File: src/rtl/cs_seq_arbiter_pkg.sv
// Shared state encoding and sizing helpers for the chip-select sequencer.
package cs_seq_arbiter_pkg;

    localparam int STATE_W = 3;

    typedef enum logic [STATE_W-1:0] {
        S_IDLE  = 3'd0,
        S_SETUP = 3'd1,
        S_SHIFT = 3'd2,
        S_HOLD  = 3'd3,
        S_GAP   = 3'd4
    } state_t;

    // Counter width able to hold maxv with one bit of headroom.
    function automatic int cnt_w(input int maxv);
        return $clog2(maxv) + 1;
    endfunction

    function automatic int max2(input int a, input int b);
        return (a > b) ? a : b;
    endfunction

endpackage

File: src/rtl/cs_seq_arbiter_if.sv
// Requester-side bus: level requests, per-requester frame data, grant/done/busy.
interface cs_seq_arbiter_if #(
    parameter int NREQ = 4,
    parameter int DW   = 16
);
    logic [NREQ-1:0]    req;
    logic [NREQ*DW-1:0] wdata;
    logic [NREQ-1:0]    grant;
    logic [NREQ-1:0]    done;
    logic               busy;

    modport master (output req, wdata, input grant, done, busy);
    modport slave  (input req, wdata, output grant, done, busy);
endinterface

File: src/rtl/cs_seq_arbiter_rr_arbiter.sv
// Combinational round-robin picker: first set request at or after ptr, cyclic.
module rr_arbiter #(
    parameter  int NREQ = 4,
    localparam int PW   = (NREQ > 1) ? $clog2(NREQ) : 1
) (
    input  logic [NREQ-1:0] req_i,
    input  logic [PW-1:0]   ptr_i,
    output logic [NREQ-1:0] gnt_o
);

    // Scan from the pointer upward and wrap; the first hit wins.
    always_comb begin : pick
        logic          found;
        logic [PW-1:0] idx;
        gnt_o = '0;
        found = 1'b0;
        idx   = '0;
        for (int k = 0; k < NREQ; k++) begin
            idx = PW'((int'(ptr_i) + k) % NREQ);
            if (!found && req_i[idx]) begin
                gnt_o[idx] = 1'b1;
                found      = 1'b1;
            end
        end
    end

endmodule

File: src/rtl/cs_seq_arbiter.sv
// Round-robin shared chip-select serial master: arbitrates, then runs one
// CS/SCLK/SDO frame (setup, MSB-first shift, hold, gap) for the winner.
module cs_seq_arbiter
    import cs_seq_arbiter_pkg::*;
#(
    parameter int NREQ    = 4,
    parameter int DW      = 16,
    parameter int CLK_DIV = 4,
    parameter int T_SETUP = 2,
    parameter int T_HOLD  = 2,
    parameter int T_GAP   = 4
) (
    input  logic               clk,
    input  logic               rst,
    cs_seq_arbiter_if.slave    bus,
    output logic               cs_o,
    output logic               sclk_o,
    output logic               sdo_o,
    output logic [STATE_W-1:0] state_o
);

    localparam int TMAX = max2(max2(CLK_DIV, T_SETUP), max2(T_HOLD, T_GAP));
    localparam int TW   = cnt_w(TMAX);
    localparam int BW   = cnt_w(DW);
    localparam int PW   = (NREQ > 1) ? $clog2(NREQ) : 1;

    state_t            state_q;
    logic [TW-1:0]     tmr_q;
    logic [BW-1:0]     bit_q;
    logic              sclk_q;
    logic              cs_q;
    logic              busy_q;
    logic [DW-1:0]     shreg_q;
    logic [NREQ-1:0]   grant_q;
    logic [NREQ-1:0]   done_q;
    logic [PW-1:0]     ptr_q;
    logic [PW-1:0]     gidx_q;

    logic [NREQ-1:0]   gnt_d;
    logic [PW-1:0]     gidx_d;
    logic [DW-1:0]     words [NREQ];

    rr_arbiter #(.NREQ(NREQ)) u_arb (
        .req_i (bus.req),
        .ptr_i (ptr_q),
        .gnt_o (gnt_d)
    );

    for (genvar i = 0; i < NREQ; i++) begin : g_words
        assign words[i] = bus.wdata[i*DW +: DW];
    end

    // Encode the one-hot winner so its index can seed the next pointer.
    always_comb begin
        gidx_d = '0;
        for (int i = 0; i < NREQ; i++) begin
            if (gnt_d[i]) gidx_d = PW'(i);
        end
    end

    // Frame sequencer; every pin and status output comes straight from a flop.
    always_ff @(posedge clk or negedge rst) begin
        if (!rst) begin
            state_q <= S_IDLE;
            tmr_q   <= '0;
            bit_q   <= '0;
            sclk_q  <= 1'b0;
            cs_q    <= 1'b1;
            busy_q  <= 1'b0;
            shreg_q <= '0;
            grant_q <= '0;
            done_q  <= '0;
            ptr_q   <= '0;
            gidx_q  <= '0;
        end else begin
            done_q <= '0;
            case (state_q)
                S_IDLE: begin
                    if (|bus.req) begin
                        grant_q <= gnt_d;
                        gidx_q  <= gidx_d;
                        shreg_q <= words[gidx_d];
                        cs_q    <= 1'b0;
                        busy_q  <= 1'b1;
                        tmr_q   <= '0;
                        state_q <= S_SETUP;
                    end
                end
                S_SETUP: begin
                    if (tmr_q == TW'(T_SETUP - 1)) begin
                        tmr_q   <= '0;
                        bit_q   <= '0;
                        state_q <= S_SHIFT;
                    end else begin
                        tmr_q <= tmr_q + 1'b1;
                    end
                end
                S_SHIFT: begin
                    if (tmr_q == TW'(CLK_DIV - 1)) begin
                        tmr_q  <= '0;
                        sclk_q <= ~sclk_q;
                        // Falling edge: advance to the next bit.
                        if (sclk_q) begin
                            shreg_q <= {shreg_q[DW-2:0], 1'b0};
                            if (bit_q == BW'(DW - 1)) begin
                                state_q <= S_HOLD;
                            end else begin
                                bit_q <= bit_q + 1'b1;
                            end
                        end
                    end else begin
                        tmr_q <= tmr_q + 1'b1;
                    end
                end
                S_HOLD: begin
                    if (tmr_q == TW'(T_HOLD - 1)) begin
                        tmr_q   <= '0;
                        cs_q    <= 1'b1;
                        state_q <= S_GAP;
                        if (T_GAP == 1) done_q <= grant_q;
                    end else begin
                        tmr_q <= tmr_q + 1'b1;
                    end
                end
                S_GAP: begin
                    if (tmr_q == TW'(T_GAP - 1)) begin
                        tmr_q   <= '0;
                        grant_q <= '0;
                        busy_q  <= 1'b0;
                        ptr_q   <= (gidx_q == PW'(NREQ - 1)) ? '0 : gidx_q + 1'b1;
                        state_q <= S_IDLE;
                    end else begin
                        tmr_q <= tmr_q + 1'b1;
                        // Raise done so it is visible during the final gap cycle.
                        if (T_GAP > 1 && tmr_q == TW'(T_GAP - 2)) done_q <= grant_q;
                    end
                end
                default: state_q <= S_IDLE;
            endcase
        end
    end

    assign bus.grant = grant_q;
    assign bus.done  = done_q;
    assign bus.busy  = busy_q;
    assign cs_o      = cs_q;
    assign sclk_o    = sclk_q;
    assign sdo_o     = shreg_q[DW-1];
    assign state_o   = state_q;

endmodule

File: src/flat_wrapper.sv
// flat-port wrapper written by rule: the top's interface ports become plain ports
module cs_seq_arbiter_flat import cs_seq_arbiter_pkg::*;
#(
    parameter int NREQ    = 4,
    parameter int DW      = 16,
    parameter int CLK_DIV = 4,
    parameter int T_SETUP = 2,
    parameter int T_HOLD  = 2,
    parameter int T_GAP   = 4
)
  (clk, rst, cs_o, sclk_o, sdo_o, state_o, bus_req, bus_wdata, bus_grant, bus_done, bus_busy);
  cs_seq_arbiter_if #(.NREQ(NREQ), .DW(DW)) bus_i ();
  input  logic clk;
  input  logic rst;
  output logic cs_o;
  output logic sclk_o;
  output logic sdo_o;
  output logic [STATE_W-1:0] state_o;
  input wire logic [$bits(bus_i.req)-1:0] bus_req;
  input wire logic [$bits(bus_i.wdata)-1:0] bus_wdata;
  output wire logic [$bits(bus_i.grant)-1:0] bus_grant;
  output wire logic [$bits(bus_i.done)-1:0] bus_done;
  output wire logic [$bits(bus_i.busy)-1:0] bus_busy;
  assign bus_i.req = bus_req;
  assign bus_i.wdata = bus_wdata;
  assign bus_grant = bus_i.grant;
  assign bus_done = bus_i.done;
  assign bus_busy = bus_i.busy;
  cs_seq_arbiter #(.NREQ(NREQ), .DW(DW), .CLK_DIV(CLK_DIV), .T_SETUP(T_SETUP), .T_HOLD(T_HOLD), .T_GAP(T_GAP)) u_core (.clk(clk), .rst(rst), .bus(bus_i), .cs_o(cs_o), .sclk_o(sclk_o), .sdo_o(sdo_o), .state_o(state_o));
endmodule
File: config.mk
export PLATFORM = sky130hd
export DESIGN_NAME = cs_seq_arbiter_flat
export DESIGN_NICKNAME = d
export VERILOG_FILES = /design/src/rtl/cs_seq_arbiter_pkg.sv /design/src/rtl/cs_seq_arbiter_if.sv /design/src/rtl/cs_seq_arbiter_rr_arbiter.sv /design/src/rtl/cs_seq_arbiter.sv /design/src/flat_wrapper.sv
export SDC_FILE = /design/constraint.sdc
export NUM_CORES = 1
export LEC_CHECK = 0
export ABC_AREA = 0
export CELL_PAD_IN_SITES_DETAIL_PLACEMENT = 0
export CELL_PAD_IN_SITES_GLOBAL_PLACEMENT = 1
export CORE_ASPECT_RATIO = 1.5
export CORE_UTILIZATION = 37
export CTS_CLUSTER_DIAMETER = 30
export DETAILED_ROUTE_END_ITERATION = 16
export PLACE_DENSITY_LB_ADDON = 0.3
export SYNTH_ARGS = -nofsm -noshare
export SYNTH_HDL_FRONTEND = slang
export SYNTH_SLANG_ARGS = --single-unit
File: constraint.sdc
create_clock -name clk -period 3.8 [get_ports clk]
set_input_delay 0.76 -clock clk [delete_from_list [all_inputs] [get_ports clk]]
set_output_delay 0.76 -clock clk [all_outputs]
set_load 0.1 [all_outputs]
Word level (Yosys, flattened, before mapping)
Index checks and enable logic that the tools add are counted.
{ "word_totals": {"reg_bits": 42, "out_inout_bits": 15, "word_cells": 139} }
{ "op_classes": {"n_addsub": 6, "order_cmp": 9, "eq_ne": 17, "muxes": 63, "bitwise": 5, "reduce_logical": 28} }
{ "ops": {"columns": ["operator", "count"], "rows": [
  ["$mux W16", 5],
  ["$mux W4", 9],
  ["$bmux W16 S2", 1],
  ["$pmux W16 S2", 1],
  ["$mux W3", 10],
  ["$mux W5", 4],
  ["$mux W1", 16],
  ["$pmux W3 S5", 1],
  ["$ne A2 B1 Y1 const B", 7],
  ["$eq A3 B2 Y1 const B", 4],
  ["$lt A2 B3 Y1 const B", 4],
  ["$or A4 B4 Y4", 3],
  ["$pmux W5 S2", 1],
  ["$pmux W3 S3", 1],
  ["$bmux W1 S2", 4],
  ["$demux W1 S2", 4],
  ["$ge A2 B1 Y1 const B", 4],
  ["$pmux W4 S2", 1],
  ["$reduce_and A2 Y1", 4],
  ["$reduce_bool A2 Y1", 4],
  ["$logic_and A1 B1 Y1", 7],
  ["$reduce_and A7 Y1", 1],
  ["$eq A3 B1 Y1 const B", 2],
  ["$mux W2", 3],
  ["other kinds (20)", 27]
]} }

Longest topological paths before layout
Gate-level depths: netlist (run 1).
{ "logic_depth": {"depth_word": 21, "mapped_depth": 11, "depth_no_buf": 8} }

Cells and area by module
From an unflattened synthesis (run 1), not the netlist that was laid out.
{ "unflattened": {"cells_unflattened": 316, "area_unflattened_um2": 2979.1} }
{ "by_module_without_submodules": {"columns": ["mod", "instances", "cells_per_inst", "area_per_inst_um2", "seq_area_each_um2"], "rows": [
  ["cs_seq_arbiter", 1, 280, 2641.3, 1052.3],
  ["rr_arbiter", 1, 36, 337.8, 0.0]
]} }

Worst setup path after synthesis (run 1)
Ideal clock, no wire load.
{ "synth_timing": {"path_type": "reg-to-reg", "startpoint": "reg u_core.ptr_q[0]", "endpoint": "reg u_core.gidx_q[0]", "setup_ps": 125, "t_arrival_ps": 2748, "required_time_ps": 3675, "path_slack_ps": 927, "path_stages_with_launch": 12, "period_less_slack_ps": 2873, "path_cell_list": "dfrtp_1 -> buf_6 -> inv_1 -> ha_1 -> mux4_2 -> a21o_1 -> a32oi_4 -> and2_4 -> buf_6 -> buf_8 -> o21ai_1 -> mux2_2"} }
{ "synth_between": {"elab_chain_len": 15, "word_cells_on_any_way": 50, "classes_between": "add/sub (3); order compare (8); mux (26); bitwise (3); reduce/logical (10)"} }
{ "synth_lines": {"columns": ["element", "line", "source"], "rows": [
  ["start: declaration", "cs_seq_arbiter.sv:36", "logic [PW-1:0] ptr_q;"],
  ["start signal: assignment", "cs_seq_arbiter.sv:130", "ptr_q <= (gidx_q == PW'(NREQ - 1)) ? '0 : gidx_q + 1'b1;"],
  ["parallel branches: the longest is 11 deep, another holds $lt A2 B3 Y1", null, null],
  ["$mux W4 (*)", "cs_seq_arbiter_rr_arbiter.sv:20", "if (!found && req_i[idx]) begin"],
  ["$mux W1", "cs_seq_arbiter.sv:57", "if (gnt_d[i]) gidx_d = PW'(i);"],
  ["$mux W2", "cs_seq_arbiter.sv:57", null],
  ["$mux W2 (*)", "cs_seq_arbiter.sv:57", null],
  ["end signal: assignment", "cs_seq_arbiter.sv:81", "gidx_q <= gidx_d;"],
  ["end: declaration", "cs_seq_arbiter.sv:37", "logic [PW-1:0] gidx_q;"]
]} }
Mark *: on every way between the ends. The select of a mux whose other input is x is not followed.
A chain may end at the register's enable or synchronous reset.

Worst setup path in the final report (run 1)
{ "layout_timing": {"startpoint": "in bus_req[3]", "endpoint": "reg u_core.shreg_q[10]"} }
{ "layout_between": {"elab_chain_len": 21, "word_cells_on_any_way": 36, "classes_between": "eq/ne (1); mux (23); bitwise (4); reduce/logical (8)"} }
{ "layout_lines": {"columns": ["element", "line", "source"], "rows": [
  ["start: declaration", "flat_wrapper.sv:19", "input wire logic [$bits(bus_i.req)-1:0] bus_req;"],
  ["$bmux W1 S2", "cs_seq_arbiter_rr_arbiter.sv:20", null],
  ["$mux W1 (not written as such)", "cs_seq_arbiter_rr_arbiter.sv:20", null],
  ["$mux W1", "cs_seq_arbiter_rr_arbiter.sv:20", null],
  ["$logic_not A1 Y1", "cs_seq_arbiter_rr_arbiter.sv:20", null],
  ["$logic_and A1 B1 Y1", "cs_seq_arbiter_rr_arbiter.sv:20", null],
  ["$mux W1", "cs_seq_arbiter_rr_arbiter.sv:20", null],
  ["$logic_not A1 Y1", "cs_seq_arbiter_rr_arbiter.sv:20", null],
  ["$logic_and A1 B1 Y1", "cs_seq_arbiter_rr_arbiter.sv:20", null],
  ["(+3 left out)", null, null],
  ["$mux W4", "cs_seq_arbiter_rr_arbiter.sv:20", null],
  ["$mux W1", "cs_seq_arbiter.sv:57", null],
  ["$mux W2 (2 in a row)", "cs_seq_arbiter.sv:57", null],
  ["$not A2 Y3 (not written as such)", "cs_seq_arbiter.sv:82", "shreg_q <= words[gidx_d];"],
  ["$bmux W16 S2", "cs_seq_arbiter.sv:82", null],
  ["$mux W16 (not written as such) (2 in a row)", "cs_seq_arbiter.sv:82", null],
  ["$mux W16", "cs_seq_arbiter.sv:79", "if (|bus.req) begin"],
  ["$pmux W16 S2", "cs_seq_arbiter.sv:77", "case (state_q)"],
  ["end signal: assignment", "cs_seq_arbiter.sv:82", null],
  ["end signal: assignment", "cs_seq_arbiter.sv:104", "shreg_q <= {shreg_q[DW-2:0], 1'b0};"],
  ["end: declaration", "cs_seq_arbiter.sv:33", "logic [DW-1:0] shreg_q;"]
]} }
Several ways; a longest one is shown, not always the timed one. The select of a mux whose other input is x is not followed.

==> results of run 1 <==
## worst reg2reg max path, cell delays in order (launching register included)
cell and delay (ps):
dfrtp_1 490, inv_1 160, ha_1 380, mux4_2 600
nand2_1 100, o21ai_1 100, or3_1 360, buf_4 230
a211oi_1 370, o32ai_1 150
## area by class of cell
type,count,area (sq um)
clock buffers,5,125
fillers,827,4170
inverters,12,45.0
repair buffers,94,908
clock inverters,3,40.0
flip-flops and latches,42,1050
multi-input cells,284,1990
well taps,107,134
## kinds of logic after synthesis
kind of cell	share of synthesized area [%]
AO/OA/AOI/OAI	32.8
XOR/XNOR	0.812
multiplexers	2.75
AND/OR/NAND/NOR	18.9
flip-flops	32.5
adder cells (fa/ha/maj)	5.80
buffers and inverters	6.38
## Yosys cell counts, types with 9 or more instances
cell type  number
a21boi_0       15
a21oi_1        20
o211ai_1       18
nand3_1         9
clkbuf_1       14
inv_1          12
nand2_1        38
o21ai_0        27
dfrtp_1        41
ha_1           15
nor2_1         40
## layout by cell type (no fill, tap or decap), types with 2 or more instances in the layout
cell type	Yosys	layout
a21o_1	3	3
ha_1	15	15
a211oi_2	8	8
a21boi_0	15	15
a211oi_1	8	8
xor2_1	2	2
nor2b_1	5	5
o31ai_1	4	4
buf_4	0	11
o21a_1	3	3
nand3_1	9	9
dfrtp_1	41	41
mux2_2	3	3
o21ai_1	4	4
nor2_1	40	40
and2_1	5	5
nand3b_1	3	3
clkbuf_16	0	5
clkdlybuf4s50_1	0	82
nand2b_1	3	3
nand4b_1	2	2
nor3_1	3	3
o211ai_1	18	18
a2111oi_4	1	2
o21ai_0	27	27
inv_1	12	12
o32ai_1	8	8
mux4_2	2	2
or3_1	3	3
a221o_1	2	2
nand2_1	38	38
o32ai_2	7	7
a21oi_1	20	20
clkinv_2	0	2
and3_1	3	3
## per-stage QoR
| step | area, sq um | util, % | setup WS [ps] |
|---|---|---|---|
| finish | 4290 | 50.7 | 674 |
| detailed placement | 4130 | 48.8 | 368 |
| global route | 4290 | 50.7 | 394 |
| global placement | 4130 | 48.8 | 431 |
| CTS | 4290 | 50.7 | 647 |
| floorplan | 3240 | - | 927 |
## power by group
part	switching (mW)	internal [mW]	leakage, nW
Sequential	0.000833	0.448	0.494
Combinational	0.0700	0.0916	1.08
Clock	0.175	0.308	0.0836
## layer usage
metal	part of all wire [%]	track usage [%]
met5	0	0
met4	1.8	7.16
met3	3.6	2.89
met2	51	36.1
met1	44	24.0
## worst min path at each step
stage | to | startpoint | cells after the start
2_1_floorplan | u_core.bit_q[4] | u_core.bit_q[4] | 2
3_3_place_gp | u_core.bit_q[4] | u_core.bit_q[4] | 2
3_5_place_dp | u_core.bit_q[4] | u_core.bit_q[4] | 2
4_1_cts | u_core.bit_q[4] | u_core.bit_q[4] | 2
5_1_grt | u_core.bit_q[4] | u_core.bit_q[4] | 2
6_report | u_core.bit_q[4] | u_core.bit_q[4] | 2
## registers in the layout, indices dropped and copies added (netlist names)
| signal | flops |
|---|---|
| u_core.state_o | 3 |
| u_core.sclk_o | 1 |
| u_core.shreg_q | 16 |
| u_core.cs_o | 1 |
| u_core.bus.grant | 4 |
| u_core.bus.done | 4 |
| u_core.gidx_q | 2 |
| u_core.bit_q | 5 |
| u_core.bus.busy | 1 |
| u_core.tmr_q | 3 |
| u_core.ptr_q | 2 |
==> results.yml, run 1 <==
status:
  outcome: "finished clean"
route:
  dr.pass1.iters: 4
  drt_wl_total_microns: 8640
  ant_nets: 0
  vias_per_cell: 5.49
  drc: 0
  dr.first_iter.drc_count: 177
  wl_per_cell_microns: 15.8
  via_count: 3001
timing:
  slew_headroom_pct: 33.0
  tightest_slew_ps: 1000
  fmax_mhz: 320
  slew_violations: 0
  hold_slack_ps: 479
  min_period_ps: 3130
  fin_worst_skew_ps: 3.40
  tns_ps: 0
  rsz0062_at_grt: "no"
  finalHoldViolCount: 0
  setup_viol: 0
  fin_crit_sh_pct: 82.3
pwr:
  max-vdd-ir-drop_mv: 0.224
  power_mw: 1.09
  p_leak_nw: 1.66
  p_per_area_nw_per_um2: 255
worst_setup_path:
  critPathCaptureType: "register"
  crit_end: "u_core.shreg_q[10]"
  reg2reg_depth: 9
  path_depth: 7
  regToRegSetupSlack_ps: 710
  critPathKind: "input port to register"
  startpoint_type: "input port"
  critPathBufInv: 1
  cp_data_required_time_ps: 3990
  critPathMaxStageDelay_ps: 630
  crit_path_cell_trace: "clkdlybuf4s50_1 > mux4_2 > nand2_1 > o21a_1 > and3_1 > o211ai_1 > o32ai_2"
  crit-reg2reg-capture: "u_core.shreg_q[11]"
  path_max_fanout: 18
  worst_ep_arrival_time_ps: 3310
  rr_startpoint: "u_core.ptr_q[1]"
  cpMaxStageDelayCell: "and3_1"
  crit_start: "bus_req[3]"
  crit_family: "simple AND/OR/NAND/NOR gates"
clock_tree:
  clk_pin_slew_ps: 60
  cts_setup_buffers: 0
  ctsLongestPathBuffers: 2
  clock_latency_ps: 280
  cts.sinks: 42
  cts_buffers: 5
  cts_root_buffer: "clkbuf_16"
  cts_resized: 0
  cts_max_level: 2
  hold_buffers: 0
  cts_tree: "yes"
placement:
  placedCellCount: 539
  port_buffers: 84
  gp_congestion: 0.819
  dp_hpwl_microns: 6250
die:
  rows: 41
  io_pins: 85
  coreArea_sq_um: 8460
  die_area_sq_um: 9130
  initial_utilization_pct: 38.2
  fp.dieW_microns: 78.4
  fp.dieH_microns: 117
synth:
  synth_area_leaders: "dfrtp_1, ha_1, nor2_1"
  syn_area_per_cell_sq_um: 8.89
  synth_top_area_share_pct: 31.7
  synth_edf_count: 0
  synth_area_sq_um: 3240
  synth.net_count: 449
  synthCells: 364
  yosys.cell_types.count: 58
  synth_largest_area_cell: "dfrtp_1"
  ys_seq_elements: 42
  synth_warnings: 0
  synth-main-ff-cell: "dfrtp_1"
  synth.yosys.seq_area_share_pct: 32.5
  async_flop_share_pct: 100
finish:
  finalNetCount: 524
  antennaDiodeCount: 0
  drive_above_1_share_pct: 11.6
  stdcell_count: 547
  area_growth_pct: 32.7
grt:
  grtUsageTotal_pct: 20.0
  overflow: 0
  grt_pass1_vias: 2906
  antenna_found_initial: 0
  grt_pass1_wl_microns: 14200
  grt_max_degree: 47
job:
  cap_violations: 0
min_path:
  hp-class: "register to register"
(Power assumes the default switching activity.)
==> inputs of run 2 (changes only) <==
clock period = 3.2 ns   (was 3.8 ns; I/O delays follow)
==> results.yml, run 2 (synthesized netlist as in run 1, its figures left out) <==
clock_tree:
  cts.sinks: 42
  cts_setup_buffers: 0
  cts_root_buffer: "clkbuf_16"
  clock_latency_ps: 290
  cts_buffers: 5
  cts_resized: 0
  ctsLongestPathBuffers: 2
  cts_tree: "yes"
  hold_buffers: 0
  clk_pin_slew_ps: 60
  cts_max_level: 2
timing:
  setup_slack_ps: 291
  hold_slack_ps: 476
  fin_worst_skew_ps: 5.19
  fin_crit_sh_pct: 90.9
  tns_ps: 0
  min_period_ps: 2910
  slew_headroom_pct: 35.2
  finalHoldViolCount: 0
  rsz0062_at_grt: "no"
  tightest_slew_ps: 972
  fmax_mhz: 344
  setup_viol: 0
  slew_violations: 0
placement:
  placedCellCount: 549
  dp_hpwl_microns: 6520
  pre_cts_slack_ps: -5.84
  port_buffers: 84
  gp_congestion: 0.845
  dpl_cell_area_sq_um: 4210
finish:
  layout_common_cells: "clkdlybuf4s50_1, dfrtp_1, nor2_1"
  seq_area_sq_um: 1050
  largest_reg_flops: 16
  finalNetCount: 534
  reg.largest.list: "u_core.shreg_q (16), u_core.bit_q (5)"
  antennaDiodeCount: 0
  drive_above_1_share_pct: 16.7
  stdcell_count: 557
  fillerInstances: 860
  multiInputGateArea_sq_um: 1990
  top_register: "u_core.shreg_q"
  area_growth_pct: 34.7
  stdcell_area_sq_um: 4360
  layout_commonest_cell: "clkdlybuf4s50_1"
pwr:
  max-vdd-ir-drop_mv: 0.198
  p_leak_nw: 1.72
  p_per_area_nw_per_um2: 289
route:
  dr.pass1.iters: 4
  dr.first_iter.drc_count: 152
  via_count: 3062
  vias_per_cell: 5.50
  drc: 0
  drt_wl_total_microns: 8770
  ant_nets: 0
  wl_per_cell_microns: 15.7
worst_setup_path:
  path_max_fanout: 18
  critPathKind: "input port to register"
  worst_ep_arrival_time_ps: 3070
  startpoint_type: "input port"
  cp_data_required_time_ps: 3360
  critPathCaptureType: "register"
grt:
  grtUsageTotal_pct: 20.5
  grt_pass1_wl_microns: 14600
  antenna_found_initial: 0
  overflow: 0
  grt_pass1_vias: 3059
  grt_max_degree: 43
die:
  fp.dieH_microns: 117
  fp.dieW_microns: 78.4
  die_area_sq_um: 9130
  rows: 41
  io_pins: 85
  coreArea_sq_um: 8460
  initial_utilization_pct: 38.2
status:
  outcome: "finished clean"
job:
  cap_violations: 0
min_path:
  hp-class: "register to register"
run 2: changes by cell type in the layout (fill, tap and decap cells not counted), sizes merged:
| cell | change |
|---|---|
| buf | +24 |
| bufinv | -1 |
| clkbuf | +1 |
| clkdlybuf4s50 | -14 |
| clkinv | -1 |
| clkinvlp | +1 |
run 2: area by class of cell:
cell class / instances / share of cell area [%]
sequential: 42 / 24.1
inverter: 12 / 1.03
timing repair buffer: 104 / 22.6
clock buffer: 6 / 3.19
tap: 107 / 3.07
multi-input combinational: 284 / 45.7
clock inverter: 2 / 0.287
run 2: power breakdown:
part / internal [mW] / leakage (nW) / switching (mW) / total [mW]
sequential: 0.532 / 0.494 / 0.000984 / 0.533
clock: 0.309 / 0.0729 / 0.218 / 0.527
combinational: 0.114 / 1.16 / 0.0837 / 0.198
run 2: critical path, stage by stage:
cell             delay [ps]
clkdlybuf4s50_1         550
mux4_2                  610
nand2_1                 100
o21ai_1                 100
or3_1                   420
buf_12                  180
a211oi_1                310
o32ai_1                 140
run 2: routing by layer:
layer / wire (microns) / GRT usage (%)
met3: 390 / 3.36
met5: 0 / 0
met2: 4520 / 36.6
met4: 206 / 8.52
met1: 3650 / 24.4
run 2: path summary, 6_finish.rpt:
| path | from | end | slack (ps) | cells after the start |
|---|---|---|---|---|
| worst max-delay path | bus_req[0] | u_core.shreg_q[11] | 290 | 8 |
| worst min-delay path | u_core.bit_q[4] | u_core.bit_q[4] | 480 | 2 |
| worst max register to register | u_core.ptr_q[1] | u_core.shreg_q[11] | 380 | 9 |
| worst min register to register | u_core.bit_q[4] | u_core.bit_q[4] | 480 | 2 |
| max in group asynchronous | rst | u_core.shreg_q[14] | 2090 | 1 |
| min in group asynchronous | rst | u_core.bit_q[2] | 510 | 1 |
run 2: through the flow:
step / power, mW / utilization [%]
finish: 1.26 / 51.5
global route: 1.30 / 51.5
CTS: 1.27 / 51.5
detailed placement: 0.743 / 49.7
global placement: 0.742 / 49.7
floorplan: 0.622 / -
